## src/rtl/pwm_fade_pkg.sv

```systemverilog
// Shared definitions for the PWM fade controller: default widths and FSM state codes.
package pwm_fade_pkg;

  localparam int DEF_R = 8;
  localparam int DEF_H = 8;

  typedef enum logic [2:0] {
    ST_IDLE    = 3'd0,
    ST_UP      = 3'd1,
    ST_HOLD_HI = 3'd2,
    ST_DOWN    = 3'd3,
    ST_HOLD_LO = 3'd4
  } fade_state_e;

endpackage

```

## src/rtl/pwm_period_tick.sv

```systemverilog
// Free-running R-bit period counter; tick is high for the one clock the counter reads all ones.
module pwm_period_tick
  import pwm_fade_pkg::*;
#(
  parameter int R = DEF_R
) (
  input  logic clk,
  input  logic reset_n,
  output logic tick
);

  localparam logic [R-1:0] LAST = '1;

  logic [R-1:0] r_cnt;
  logic         r_tick;

  // Tick is registered one count early so it lines up exactly with r_cnt == LAST.
  always_ff @(posedge clk) begin
    if (!reset_n) begin
      r_cnt  <= '0;
      r_tick <= 1'b0;
    end else begin
      r_cnt  <= r_cnt + R'(1);
      r_tick <= (r_cnt == LAST - R'(1));
    end
  end

  assign tick = r_tick;

endmodule

```

## src/rtl/pwm_fade_ctrl.sv

```systemverilog
// Duty-ramp controller: walks duty up to a ceiling, dwells, walks down to a floor, dwells, repeats.
module pwm_fade_ctrl
  import pwm_fade_pkg::*;
#(
  parameter int R = DEF_R,
  parameter int H = DEF_H
) (
  input  logic         clk,
  input  logic         reset_n,
  input  logic         en,
  input  logic [R-1:0] duty_min,
  input  logic [R-1:0] duty_max,
  input  logic [R-1:0] step,
  input  logic [H-1:0] hold_periods,
  output logic [R-1:0] duty,
  output logic         period_tick,
  output logic         busy,
  output logic         cycle_done,
  output logic [2:0]   state
);

  typedef struct packed {
    logic [R-1:0] min;
    logic [R-1:0] max_eff;
    logic [R-1:0] step_eff;
    logic [H-1:0] hold;
  } cfg_t;

  logic        w_tick;
  fade_state_e r_state,    w_state_nxt;
  logic [R-1:0] r_duty,    w_duty_nxt;
  logic [H-1:0] r_hold_cnt, w_hold_nxt;
  cfg_t        r_cfg,      w_cfg_nxt, w_cfg_new;
  logic        r_cycle_done, w_done_nxt;
  logic [R:0]  w_up_sum, w_dn_floor;

  pwm_period_tick #(.R(R)) u_period_tick (
    .clk     (clk),
    .reset_n (reset_n),
    .tick    (w_tick)
  );

  // Config as it would be captured now; only committed on a latch event.
  always_comb begin
    w_cfg_new.min      = duty_min;
    w_cfg_new.max_eff  = (duty_max > duty_min) ? duty_max : duty_min;
    w_cfg_new.step_eff = (step == '0) ? R'(1) : step;
    w_cfg_new.hold     = hold_periods;
  end

  // One extra bit so the clamp comparisons cannot wrap.
  assign w_up_sum   = {1'b0, r_duty}    + {1'b0, r_cfg.step_eff};
  assign w_dn_floor = {1'b0, r_cfg.min} + {1'b0, r_cfg.step_eff};

  // NOTE: every output of this block gets a default first so no latch is inferred.
  always_comb begin
    w_state_nxt = r_state;
    w_duty_nxt  = r_duty;
    w_hold_nxt  = r_hold_cnt;
    w_cfg_nxt   = r_cfg;
    w_done_nxt  = 1'b0;
    if (w_tick) begin
      unique case (r_state)
        ST_IDLE: if (en) begin
          w_cfg_nxt   = w_cfg_new;
          w_duty_nxt  = w_cfg_new.min;
          w_state_nxt = ST_UP;
        end
        ST_UP: if (!en) begin
          w_state_nxt = ST_IDLE;
          w_duty_nxt  = '0;
        end else if (w_up_sum >= {1'b0, r_cfg.max_eff}) begin
          w_duty_nxt  = r_cfg.max_eff;
          w_hold_nxt  = '0;
          w_state_nxt = ST_HOLD_HI;
        end else begin
          w_duty_nxt  = w_up_sum[R-1:0];
        end
        ST_HOLD_HI: if (!en) begin
          w_state_nxt = ST_IDLE;
          w_duty_nxt  = '0;
        end else if (r_hold_cnt == r_cfg.hold) begin
          w_state_nxt = ST_DOWN;
        end else begin
          w_hold_nxt  = r_hold_cnt + H'(1);
        end
        ST_DOWN: if (!en) begin
          w_state_nxt = ST_IDLE;
          w_duty_nxt  = '0;
        end else if ({1'b0, r_duty} <= w_dn_floor) begin
          w_duty_nxt  = r_cfg.min;
          w_hold_nxt  = '0;
          w_state_nxt = ST_HOLD_LO;
        end else begin
          w_duty_nxt  = r_duty - r_cfg.step_eff;
        end
        ST_HOLD_LO: if (r_hold_cnt == r_cfg.hold) begin
          w_done_nxt = 1'b1;
          if (en) begin
            w_cfg_nxt   = w_cfg_new;
            w_duty_nxt  = w_cfg_new.min;
            w_state_nxt = ST_UP;
          end else begin
            w_duty_nxt  = '0;
            w_state_nxt = ST_IDLE;
          end
        end else begin
          w_hold_nxt = r_hold_cnt + H'(1);
        end
        default: begin
          w_state_nxt = ST_IDLE;
          w_duty_nxt  = '0;
        end
      endcase
    end
  end

  // NOTE: sequential state uses non-blocking assignments so all registers update together.
  always_ff @(posedge clk) begin
    if (!reset_n) begin
      r_state      <= ST_IDLE;
      r_duty       <= '0;
      r_hold_cnt   <= '0;
      r_cfg        <= '0;
      r_cycle_done <= 1'b0;
    end else begin
      r_state      <= w_state_nxt;
      r_duty       <= w_duty_nxt;
      r_hold_cnt   <= w_hold_nxt;
      r_cfg        <= w_cfg_nxt;
      r_cycle_done <= w_done_nxt;
    end
  end

  assign duty        = r_duty;
  assign state       = r_state;
  assign busy        = (r_state != ST_IDLE);
  assign cycle_done  = r_cycle_done;
  assign period_tick = w_tick;

endmodule
```

## config.mk

```make
export PLATFORM = sky130hd
export DESIGN_NAME = pwm_fade_ctrl
export DESIGN_NICKNAME = d
export VERILOG_FILES = /design/src/rtl/pwm_fade_pkg.sv /design/src/rtl/pwm_period_tick.sv /design/src/rtl/pwm_fade_ctrl.sv
export SDC_FILE = /design/constraint.sdc
export NUM_CORES = 1
export LEC_CHECK = 0
export CAP_MARGIN = 5
export CORE_ASPECT_RATIO = 1.25
export CORE_MARGIN = 5
export CORE_UTILIZATION = 40
export CTS_CLUSTER_DIAMETER = 60
export DETAILED_ROUTE_END_ITERATION = 10
export SLEW_MARGIN = 15
export SYNTH_ARGS = -nofsm -noshare
export SYNTH_HDL_FRONTEND = slang
export SYNTH_SLANG_ARGS = --single-unit
```

## constraint.sdc

```tcl
create_clock -name clk -period 9.81 [get_ports clk]
set_input_delay 0.981 -clock clk [delete_from_list [all_inputs] [get_ports clk]]
set_output_delay 0.981 -clock clk [all_outputs]
set_load 0.05 [all_outputs]
```

# Word level (Yosys, flattened, before mapping)
# Index checks and enable logic that the tools add are counted.
# classes
reduce_logical	10
n_eq_ne	17
order_cmp	3
mux	32
add_sub_neg	5
# op_table
operator	n
8-bit 2-to-1 mux	16
32-bit 2-to-1 mux	2
32-bit one-hot mux with 2 select lines	1
8-bit one-hot mux with 5 select lines	1
8-bit one-hot mux with 4 select lines	1
3-bit 2-to-1 mux	8
8-bit by 8-bit adder with 9-bit output	2
8-bit by 1-bit adder with 8-bit output (second input constant)	2
2-bit inequality test (second input constant)	8
3-bit one-hot mux with 5 select lines	1
9-bit by 8-bit >= comparator with 1-bit output	1
8-bit by 9-bit less-or-equal comparator with 1-bit output	1
3-bit inequality test (second input constant)	3
8-bit equality test	1
8-bit equality test (second input constant)	1
8-bit > comparator	1
8-bit zero test	1
8-bit subtractor	1
7-bit AND reduction	1
3-bit by 2-bit equality test with 1-bit output (second input constant)	2
3-bit AND reduction	2
6-bit AND reduction	1
4-bit AND reduction	1
4-bit nonzero test	1
6 further kinds	7
# totals
reg_bits	61
output_inout_bits	14
input_bits	35

# Logic depth before layout (Yosys ltp)
# depth
depth_word	5
mapped_depth	17
ltp_nobuf	15

# Modules after synthesis
# Synthesis repeated with hierarchy kept, for this count alone.
# unflattened
hier_cells	582
hier_area_um2	4710.8
# modules_own_cells
module	instances	seq_area_each_um2	cells_per_inst	area_each_um2
pwm_fade_ctrl	1	1041.0	544	4341.7
pwm_period_tick	1	180.2	38	369.1

# Least setup slack after synthesis
# No wires, ideal clock.
# synth_path
kind	register to register
start	register r_duty[3], in the netlist duty[3]
end	register r_duty[4], in the netlist duty[4]
synth_period_minus_slack_ps	3818
n_path_buf	2
stages_incl_launch_ff	16
setup_ps	117
slack_ps	5992
t_required_ps	9693
arrival_time_ps	3700
path_cell_list	dfxtp_1 > ha_1 > buf_2 > nor2b_1 > a211oi_1 > mux2i_1 > o311ai_0 > ha_1 > a211oi_1 > o221ai_1 > a31oi_1 > nand2_1 > buf_4 > mux2i_1 > a211o_1 > a32o_1
# synth_via
elab_chain_len	5
# synth_lines
item	line	source
from (decl)	pwm_fade_ctrl.sv:31	logic [R-1:0] r_duty, w_duty_nxt;
from (signal assigned)	pwm_fade_ctrl.sv:128	r_duty <= w_duty_nxt;
8-bit by 8-bit adder with 9-bit output	pwm_fade_ctrl.sv:52	assign w_up_sum = {1'b0, r_duty} + {1'b0, r_cfg.step_eff};
9-bit by 8-bit >= comparator with 1-bit output	pwm_fade_ctrl.sv:72	end else if (w_up_sum >= {1'b0, r_cfg.max_eff}) begin
8-bit 2-to-1 mux	pwm_fade_ctrl.sv:72	
8-bit 2-to-1 mux	pwm_fade_ctrl.sv:69	ST_UP: if (!en) begin
8-bit one-hot mux with 5 select lines (*)	pwm_fade_ctrl.sv:63	unique case (r_state)
# Mark *: on every way between the ends. The rest lies on a longest branch, timed or not.
# A chain may end at the register's enable or synchronous reset.

# Final worst setup path
# layout_path
start	register r_duty[3], in the netlist duty[3]
end	register r_hold_cnt[1]
# layout_via
elab_chain_len	4
# layout_lines
item	line	source
8-bit by 8-bit adder with 9-bit output	pwm_fade_ctrl.sv:52	
9-bit by 8-bit >= comparator with 1-bit output	pwm_fade_ctrl.sv:72	
2-bit inequality test (no line)	n/a	
7-bit AND reduction (no line) (*)	n/a	
to (signal assigned)	pwm_fade_ctrl.sv:129	r_hold_cnt <= w_hold_nxt;
to (decl)	pwm_fade_ctrl.sv:32	logic [H-1:0] r_hold_cnt, w_hold_nxt;
# Marked as above.

==> out/metrics.yaml <==
cts:
  cts.clk_slew.worst_paths_ps: 60
  post-cts-setup-buffers: 0
  hold_buffers: 0
  numCtsBuffers: 9
  clockRootBuffer: "clkbuf_16"
  clock-sinks: 61
  clk_path_buf_depth: 2
  cts_tree: "yes"
  insertion_delay_ps: 330
  cts_resized: 0
  htreeDepth: 3
floorplan:
  initial_core_util: 0.408
  pin_count: 49
  core-area_mm2: 0.0111
  dieArea_mm2: 0.0135
  rows: 43
  chipWidth_um: 105
  die-height_um: 129
synth:
  netlist_instances: 570
  ys_seq_elements: 61
  synth_ff_type: "dfxtp_1"
  synth_edf_count: 0
  yosys_warnings: 0
  avgSynthCellArea_um2: 7.94
  synthesis.nets: 658
  netlist_area_mm2: 0.00452
  async_reset_ff_frac: 0
  yosysSeqAreaShare: 0.270
  yosysUniqueCellTypes: 63
timing:
  fin_skew_ps: 4.23
  finalHoldViolCount: 0
  drv_slew: 0
  fmax_mhz: 236
  setup_viol: 0
  min_period_ps: 4250
  final.setup.worst_slack_ps: 5560
  fin_crit_sh: 0.433
  tightest_slew_ps: 1030
  hold_slack_ps: 469
  fin_tns_setup_ps: 0
  rsz0062_at_grt: "no"
  relSlewSlack: 0.309
pwr:
  peakVddDrop_mv: 0.0742
  leakage_nw: 2.12
  p_switching_w: 0.000139
  power_density_mw_per_mm2: 114
  p_comb_frac: 0.066
  p_int_w: 0.000475
  clkPwrFrac: 0.526
  switching_share: 0.227
  seqPwrFrac: 0.407
routing:
  drc_errors: 0
  first_iter_violations: 227
  final_antenna_net_count: 0
  dr.pass1.iters: 5
  viasPerCell: 5.72
  finalWirelength_um: 13100
  wire_per_inst_um: 17.4
  vias: 4293
place:
  routabilityCongestion: 0.937
  place_area_mm2: 0.00508
  dp_hpwl_um: 9900
  port_buffers: 48
  place_ws_ps: 5670
finish:
  drive_gt1_frac: 0.0471
  fill_cells: 1073
  area_growth_pct: 19.1
  fin_util: 0.486
  n_antenna_cell: 0
  layout.nets: 699
  final_area_mm2: 0.00539
  final_common_cell: "nand2_1"
  layout_common_cells: "nand2_1 (72), dfxtp_1 (61), a21oi_1 (56)"
global_routing:
  use_met1: 0.233
  met2_usage: 0.340
  grt_max_degree: 35
  grt-ovfl-total: 0
  grt_util_met3: 0.0452
  grt_pass1_vias: 4274
  grt_usage: 0.197
  gr-max-usage-layer: "met2"
  grt_pass1_wl_um: 21400
  antenna_found_initial: 0
worst_setup_path:
  critPathSlowestCell: "o311a_2"
  crit_chain: "ha_1 -> nor2b_1 -> a211oi_1 -> mux2i_1 -> o311ai_0 -> ha_1 -> a211oi_1 -> o221ai_1 -> a31oi_1 -> nand2_1 -> o311a_2 -> nand2b_1 -> a21oi_1"
  crit_required_ps: 10070
  critPathKind: "register to register"
  critPathLaunchType: "register"
  r2r_setup_slack_ps: 5560
  cp-end-kind: "register"
  arrival_ps: 4510
  path_max_fanout: 11
  max_stage_delay_ps: 570
run:
  maxCapViolCount: 0
worst_hold_path:
  hold_class: "register to register"
run_status:
  status: "completed"
flip-flops by register name, indices dropped and copies added (netlist names):
register and cells:
state 3, duty 8, r_hold_cnt 8, r_cfg 32, u_period_tick.tick 1, cycle_done 1
u_period_tick.r_cnt 8
synthesized netlist by cell type (10+ instances only):
master,n,area share
a21oi_1,56,0.062
a31oi_1,10,0.014
clkbuf_1,11,0.0091
dfxtp_1,61,0.27
ha_1,50,0.14
inv_1,38,0.032
mux2i_1,16,0.035
nand2_1,72,0.060
nand2b_1,10,0.014
nand3_1,16,0.018
nand4_1,10,0.014
nor2_1,33,0.027
nor3_1,12,0.013
o21ai_0,33,0.037
xnor2_1,21,0.041
worst max-delay path, delay by kind of cell (launching register included):
kind                     cells  cell delay, ps
flip-flops                   1             480
multiplexers                 1             230
adder cells (fa/ha/maj)      2             750
AND/OR/NAND/NOR              3             800
AO/OA/AOI/OAI                7            1920
path summary, 6_finish.rpt:
path	cells past startpoint	end	start
max	13	r_hold_cnt[1]$_SDFFE_PN0P_	duty[3]$_SDFFE_PN0P_
min	2	r_cfg[1]$_SDFFE_PN0P_	r_cfg[1]$_SDFFE_PN0P_
max reg2reg	13	r_hold_cnt[1]$_SDFFE_PN0P_	duty[3]$_SDFFE_PN0P_
min reg2reg	2	r_cfg[1]$_SDFFE_PN0P_	r_cfg[1]$_SDFFE_PN0P_
cells by family after synthesis:
kind of cell    Yosys count  share of synthesized area
mux                      16                     0.0354
simple gates            188                      0.199
compound gates          162                      0.228
fa+ha+maj                54                      0.154
buf+inv                  61                     0.0592
xor+xnor                 28                     0.0542
flops                    61                      0.270
power by group through the flow:
stage / Combinational, W / Sequential (W) / Clock [W]
2_1_floorplan: 0.0000191 / 0.000255 / 0
3_3_place_gp: 0.0000403 / 0.000255 / 0
3_5_place_dp: 0.0000410 / 0.000255 / 0
4_1_cts: 0.0000410 / 0.000250 / 0.000329
5_1_grt: 0.0000453 / 0.000250 / 0.000342
6_report: 0.0000408 / 0.000250 / 0.000323
routing by layer:
| metal | wire length, um | up-vias |
|---|---|---|
| li1 | - | 2127 |
| met1 | 5540 | 2025 |
| met2 | 6420 | 111 |
| met3 | 653 | 30 |
| met4 | 446 | 0 |
| met5 | 0 | - |
area by class of cell:
type                       instances  area (um^2)  area share
clock inverter                     5         60.1      0.0111
tap                              135          169      0.0314
sequential                        61         1220       0.227
inverter                          38          143      0.0265
clock buffer                      11          243      0.0451
multi-input combinational        448         3030       0.563
timing repair buffer              53          518      0.0961
through the flow:
step                total power, W  cells
finish                    0.000614    751
global route              0.000638    751
CTS                       0.000620    751
detailed placement        0.000296    735
global placement          0.000296    735
floorplan                 0.000274    570
(Power assumes the default switching activity.)
